==> src/rtl/generador_control.sv <==
// generador_control
//
// ID-stage control generator for a five-stage MIPS-style pipeline. It
// decodes the ID instruction into a 10-bit control word and registers that
// word into ID/EX. It also registers the rt field of the instruction that is
// moving into EX. A load-use hazard is detected against the registered EX
// word. On a hazard the block inserts a bubble and counts it, and the
// counter saturates at 0xFFFF.
//
// Ports:
//   clk           rising-edge clock for all state
//   rst_n         synchronous active-low reset
//   Instr[31:0]   ID-stage instruction (opcode [31:26], rs [25:21], rt [20:16])
//   flush         taken branch/jump resolved; the ID instruction is discarded
//   Control[9:0]  registered ID/EX control word:
//                 [9] Saltoincond [8] RegDest [7] FuenteALU [6] MemaReg
//                 [5] EscrReg [4] LeerMem [3] EscrMem [2] SaltoCond [1:0] ALUOp
//   rt_ex[4:0]    registered rt of the instruction now in EX
//   stall         load-use hazard; holds PC and IF/ID this cycle
//   cnt_burbujas  saturating count of inserted bubbles

module generador_control (
  input  logic        clk,
  input  logic        rst_n,
  input  logic [31:0] Instr,
  input  logic        flush,
  output logic [9:0]  Control,
  output logic [4:0]  rt_ex,
  output logic        stall,
  output logic [15:0] cnt_burbujas
);

  localparam logic [5:0] OP_RTYPE = 6'b000000;
  localparam logic [5:0] OP_LW    = 6'b100011;
  localparam logic [5:0] OP_SW    = 6'b101011;
  localparam logic [5:0] OP_BEQ   = 6'b000100;
  localparam logic [5:0] OP_J     = 6'b000010;
  localparam logic [5:0] OP_ADDI  = 6'b001000;

  localparam logic [9:0] CTRL_RTYPE = 10'h122;
  localparam logic [9:0] CTRL_LW    = 10'h0F0;
  localparam logic [9:0] CTRL_SW    = 10'h088;
  localparam logic [9:0] CTRL_BEQ   = 10'h005;
  localparam logic [9:0] CTRL_J     = 10'h200;
  localparam logic [9:0] CTRL_ADDI  = 10'h0A0;
  localparam logic [9:0] CTRL_NOP   = 10'h000;

  logic [5:0]  opcode;
  logic [4:0]  rs;
  logic [4:0]  rt;
  logic [9:0]  decoded;
  logic        hazard;
  logic        unused_low_bits;

  assign opcode = Instr[31:26];
  assign rs     = Instr[25:21];
  assign rt     = Instr[20:16];

  // The immediate and function fields do not affect control generation.
  assign unused_low_bits = ^Instr[15:0];

  // Opcode decode. Any opcode not listed yields an all-zero word, so it
  // behaves as a NOP.
  always_comb begin
    decoded = CTRL_NOP;
    case (opcode)
      OP_RTYPE: decoded = CTRL_RTYPE;
      OP_LW:    decoded = CTRL_LW;
      OP_SW:    decoded = CTRL_SW;
      OP_BEQ:   decoded = CTRL_BEQ;
      OP_J:     decoded = CTRL_J;
      OP_ADDI:  decoded = CTRL_ADDI;
      default:  decoded = CTRL_NOP;
    endcase
  end

  // A load in EX whose destination matches either source of the ID
  // instruction must wait one cycle. Register 0 is never a real dependency.
  // A flush kills the ID instruction, so no stall is raised for it.
  always_comb begin
    hazard = Control[4] && (rt_ex != 5'd0) && ((rt_ex == rs) || (rt_ex == rt));
    stall  = hazard && !flush;
  end

  // ID/EX register and bubble counter. Reset takes priority, then flush,
  // then stall. A bubble clears Control[4], so each load-use stall ends
  // after one cycle.
  always_ff @(posedge clk) begin
    if (!rst_n) begin
      Control      <= CTRL_NOP;
      rt_ex        <= 5'd0;
      cnt_burbujas <= 16'd0;
    end else if (flush) begin
      Control <= CTRL_NOP;
      rt_ex   <= 5'd0;
    end else if (stall) begin
      Control <= CTRL_NOP;
      rt_ex   <= 5'd0;
      if (cnt_burbujas != 16'hFFFF) begin
        cnt_burbujas <= cnt_burbujas + 16'd1;
      end
    end else begin
      Control <= decoded;
      rt_ex   <= rt;
    end
  end

endmodule

==> config.mk <==
export PLATFORM = sky130hd
export DESIGN_NAME = generador_control
export DESIGN_NICKNAME = d
export VERILOG_FILES = /design/src/rtl/generador_control.sv
export SDC_FILE = /design/constraint.sdc
export NUM_CORES = 1
export LEC_CHECK = 0
export BUFFER_PORTS_ARGS = -buffer_cell sky130_fd_sc_hd__buf_2
export CORE_AREA = 2 2 53 80
export DETAILED_ROUTE_END_ITERATION = 8
export DIE_AREA = 0 0 55 82
export PLACE_DENSITY = 0.7
export SLEW_MARGIN = 20
export SYNTH_ARGS = -nofsm -noshare
export SYNTH_HDL_FRONTEND = slang
export SYNTH_SLANG_ARGS = --single-unit
==> constraint.sdc <==
create_clock -name clk -period 4.7 [get_ports clk]
set_clock_uncertainty 0.2 [all_clocks]
set_input_delay 0.47 -clock clk [delete_from_list [all_inputs] [get_ports clk]]
set_output_delay 0.47 -clock clk [all_outputs]
set_load 0.01 [all_outputs]
# After elaboration in Yosys (flattened, before gate mapping)
# Index checks and enable logic that the tools add are counted.
# W data, S select, Z words.
[classes]
addsub = 1
n_eq_ne = 8
muxes = 1
n_bitwise = 2
n_reduce_logical = 9
[op_table]
columns = ["op", "count"]
rows = [
  ["$pmux W10 S6", 1],
  ["$add A16 B1 Y16 const B", 1],
  ["$ne A16 B16 Y1 const B", 1],
  ["$eq A6 B6 Y1 const B", 2],
  ["$eq A5 B5 Y1", 2],
  ["$eq A6 B2 Y1 const B", 1],
  ["$eq A6 B3 Y1 const B", 1],
  ["$eq A6 B4 Y1 const B", 1],
  ["$logic_not A6 Y1", 1],
  ["$reduce_bool A5 Y1", 1],
  ["$logic_and A1 B1 Y1", 3],
  ["$reduce_and A3 Y1", 1],
  ["$reduce_or A3 Y1", 1],
  ["$not A1 Y1", 2],
  ["$logic_not A1 Y1", 1],
  ["$logic_or A1 B1 Y1", 1],
]
[totals]
inputBits = 35
ff_bits = 31
out_inout_bits = 32

# Logic depth before layout (Yosys ltp)
[depth]
word_depth = 5
ltp_mapped = 6
ltp_nobuf = 5

# Least setup slack after synthesis
# No wires, ideal clock.
[synth_timing]
path_kind = "input-to-output"
start = "input Instr[17]"
end = "output stall"
n_path_buf = 1
path_slack_ps = 2683
cell_stages = 5
arrival_time_ps = 1347
path_cell_list = "xor2_1 -> nor3_2 -> a22oi_4 -> buf_4 -> nor2_2"
[synth_via]
elab_chain_cells = 4
[synth_lines]
columns = ["item", "line", "rtl"]
rows = [
  ["from (decl)", "25", "input logic [31:0] Instr,"],
  ["$eq A5 B5 Y1", "81", "hazard = Control[4] && (rt_ex != 5'd0) && ((rt_ex == rs) || (rt_ex == rt));"],
  ["$logic_or A1 B1 Y1", "81", ""],
  ["$logic_and A1 B1 Y1", "81", ""],
  ["$logic_and A1 B1 Y1", "82", "stall = hazard && !flush;"],
  ["to (decl)", "29", "output logic stall,"],
]
# No other way between the ends.

# Final worst setup path
[layout_timing]
start = "register rt_ex[0]"
end = "output stall"
[layout_via]
elab_chain_cells = 4
[layout_lines]
columns = ["item", "line", "rtl"]
rows = [
  ["from (decl)", "28", "output logic [4:0] rt_ex,"],
  ["from (signal assigned)", "104", "rt_ex <= rt;"],
  ["$eq A5 B5 Y1 / $reduce_bool A5 Y1 (equally long branches)", "81", ""],
  ["$logic_or A1 B1 Y1 / $logic_and A1 B1 Y1 (equally long branches)", "81", ""],
  ["$logic_and A1 B1 Y1 *", "81", ""],
  ["$logic_and A1 B1 Y1 *", "82", ""],
]
# Every way passes the cells marked *; elsewhere a longest branch is shown, timed or not.

==> reports/metrics.cfg <==
[synthesis]
ys.flop_type = dfxtp_1
synth_common_cells = dfxtp_1 (28), nand2_1 (15), nor2_1 (13)
synth_mux_area_frac = 0.05387
async_reset_ff_frac = 0
synth-edff-count = 0
synth.distinct_cells = 42
synth_top_area_frac = 0.3771
synth_top_family_by_area = simple AND/OR/NAND/NOR gates
yosysMostFrequentCell = dfxtp_1
yosys.area_share.simple = 0.3232
yosysWarnings = 0
syn_nets = 200
synth-compound-area-share = 0.1330
avgSynthCellArea_sq_um = 9.064
synth_fa_ha_area_frac = 0.008418
synth_top_area_cell = dfxtp_1
yosysSeqAreaShare = 0.3771
ys_ff_latch = 28
synthTopCellsByArea = dfxtp_1 (38%), xor2_1 (5.9%), mux2i_1 (5.4%)
synthXorXnorAreaFrac = 0.05892
netlist_instances = 164
syn_area_sq_um = 1486

[sta]
hold_viol = 0
min_period_ps = 2587
setup_viol = 0
worstMarginPinSlew_ps = 707.0
rsz0062_at_grt = false
setup_tns_ps = 0
fin_crit_sh = 0.5505
maxSlewViolCount = 0
max_freq_mhz = 386.5
slew_headroom = 0.5287
worst_slack_ps = 2113

[floorplan]
core_sq_um = 3854
fp.dieW_um = 55
initial_core_util = 0.3857
ios = 67
rows = 28
die_h_um = 82
dieArea_sq_um = 4510

[setup_path]
cp_num_buf_inv = 1
slowest_stage = a22oi_4
cp_cell_sequence = xor2_1 > nor3_2 > a22oi_4 > nor2_2 > buf_2
cpPeakStageDelay_ps = 590
criticalPathCategory = reg2out
cp-start-kind = register
cp.arrival_ps = 1920
critPathRequiredTime_ps = 4030
endpoint_kind = output pin
crit_family = compound AO/OA/AOI/OAI gates
cp_max_fo = 25

[pwr]
leakage_nw = 0.7849
vdd_drop_max_mv = 0.2136
powerDensity_nw_per_um2 = 258.9

[cells_and_area]
area_delta_synth_final_pct = 22.64
num-nets-final = 248
drive_gt1_frac = 0.3270
n_antenna_cell = 0

[route]
vias_per_cell = 5.238
drtAntennaViolNets = 0
wl_per_cell_um = 12.47
drt_first_pass_iters = 4
wl_um = 3193
drt_iter0_markers = 17
vias = 1341
drc = 0

[clock_network]
cts_resized = 0
cts_buffers = 3
cts.htree.levels = 1
cts_tree = built
cts_root_buf = clkbuf_8
path_clk_slew_ps = 100
clock_latency_ps = 280
clock_path_buffers = 2
clock-sinks = 28
cts_setup_buffers = 0
holdBufCountCts = 0

[place]
dpl.hpwl_um = 2460
dp_worst_setup_slack_ps = 2283
gp_congestion = 0.7428
portBuffers = 50

[global_routing]
grt-ovfl-total = 0
first_global_vias = 1190
grt_pass1_wl_um = 4961
track_usage = 0.1470
antenna_found_initial = 0
grt_max_degree = 26

[flow_run]
drv_cap = 0

[worst_hold_path]
hold_class = in2reg

[outcome]
outcome = finished, final reports clean

-- final cells by class --
cell class	instances	area, sq um
Sequential cell	28	560.5
Fill cell	416	2031
Clock inverter	1	30.03
Clock buffer	3	41.29
Inverter	7	26.28
Multi-Input combinational cell	122	858.3
Timing Repair Buffer	50	250.2
Tap cell	45	56.30
-- layer usage --
layer	global-route usage	share of wire	vias to the layer above	wire length (um)
li1	-	-	688	-
met3	0.02727	0.066	5	210
met1	0.1529	0.38	605	1224
met5	0	0	-	0
met2	0.2786	0.54	43	1711
met4	0.05122	0.014	0	46
-- per-stage QoR --
step / utilization / power, W / area [sq um] / hold WS, ps / cells
floorplan: - / 0.0002717 / 1486 / 294.5 / 164
finish: 0.4731 / 0.0004720 / 1823 / 213.9 / 256
global route: 0.4731 / 0.0004915 / 1823 / 210.1 / 256
global placement: 0.4545 / 0.0002868 / 1752 / 266.8 / 252
detailed placement: 0.4545 / 0.0002878 / 1752 / 280.9 / 252
CTS: 0.4731 / 0.0004764 / 1823 / 210.2 / 256
-- worst register-to-register path, cell delays in order, from the launching register on --
cell,delay (ps)
dfxtp_1,440
xor2_1,210
nor3_2,80
a22oi_4,590
o21ai_2,300
nor4b_2,250
-- sequential cells by signal, indices dropped and copies added, names as in the netlist --
signal / flops
rt_ex: 5
cnt_burbujas: 16
Control: 7
-- where the power goes --
group          internal (W)  leakage [nW]  switching [W]
clock              0.000114        0.0357      0.0000762
combinational     0.0000161         0.523      0.0000241
sequential         0.000239         0.226     0.00000241
-- worst paths after layout --
check                  start         endpoint  slack, ps  depth (start not counted)
max                 rt_ex[0]            stall       2110                          5
min                Instr[28]       Control[7]        210                          2
max reg2reg         rt_ex[0]       Control[3]       2550                          5
min reg2reg  cnt_burbujas[5]  cnt_burbujas[5]        290                          2
-- kinds of logic (layout without fill, tap and decap cells) --
kind of cell | count (synthesis) | after routing
simple gates | 79 | 79
flops | 28 | 28
compound gates | 24 | 24
buf+inv | 14 | 61
xor+xnor | 10 | 10
mux | 8 | 8
fa+ha+maj | 1 | 1
-- placed cells by master (no fill, tap or decap), types with 2 or more instances in the layout --
cell type | Yosys | routed
nand4_1 | 3 | 3
or3_1 | 3 | 3
and3_1 | 3 | 3
o21a_1 | 2 | 2
nor2_1 | 13 | 13
or4_1 | 4 | 4
a21oi_1 | 6 | 6
nor4_1 | 4 | 4
mux2i_1 | 8 | 8
o21ai_0 | 2 | 2
nand2b_1 | 8 | 8
nand3_1 | 7 | 7
o31ai_1 | 4 | 4
inv_1 | 7 | 7
nor4_2 | 2 | 2
buf_2 | 0 | 50
clkbuf_8 | 0 | 3
nor4b_2 | 3 | 3
nor3_1 | 3 | 3
xor2_1 | 10 | 10
nand2_1 | 15 | 15
o21ai_2 | 2 | 2
dfxtp_1 | 28 | 28
nor3_2 | 2 | 2
Power figures use the tool's default switching activity.
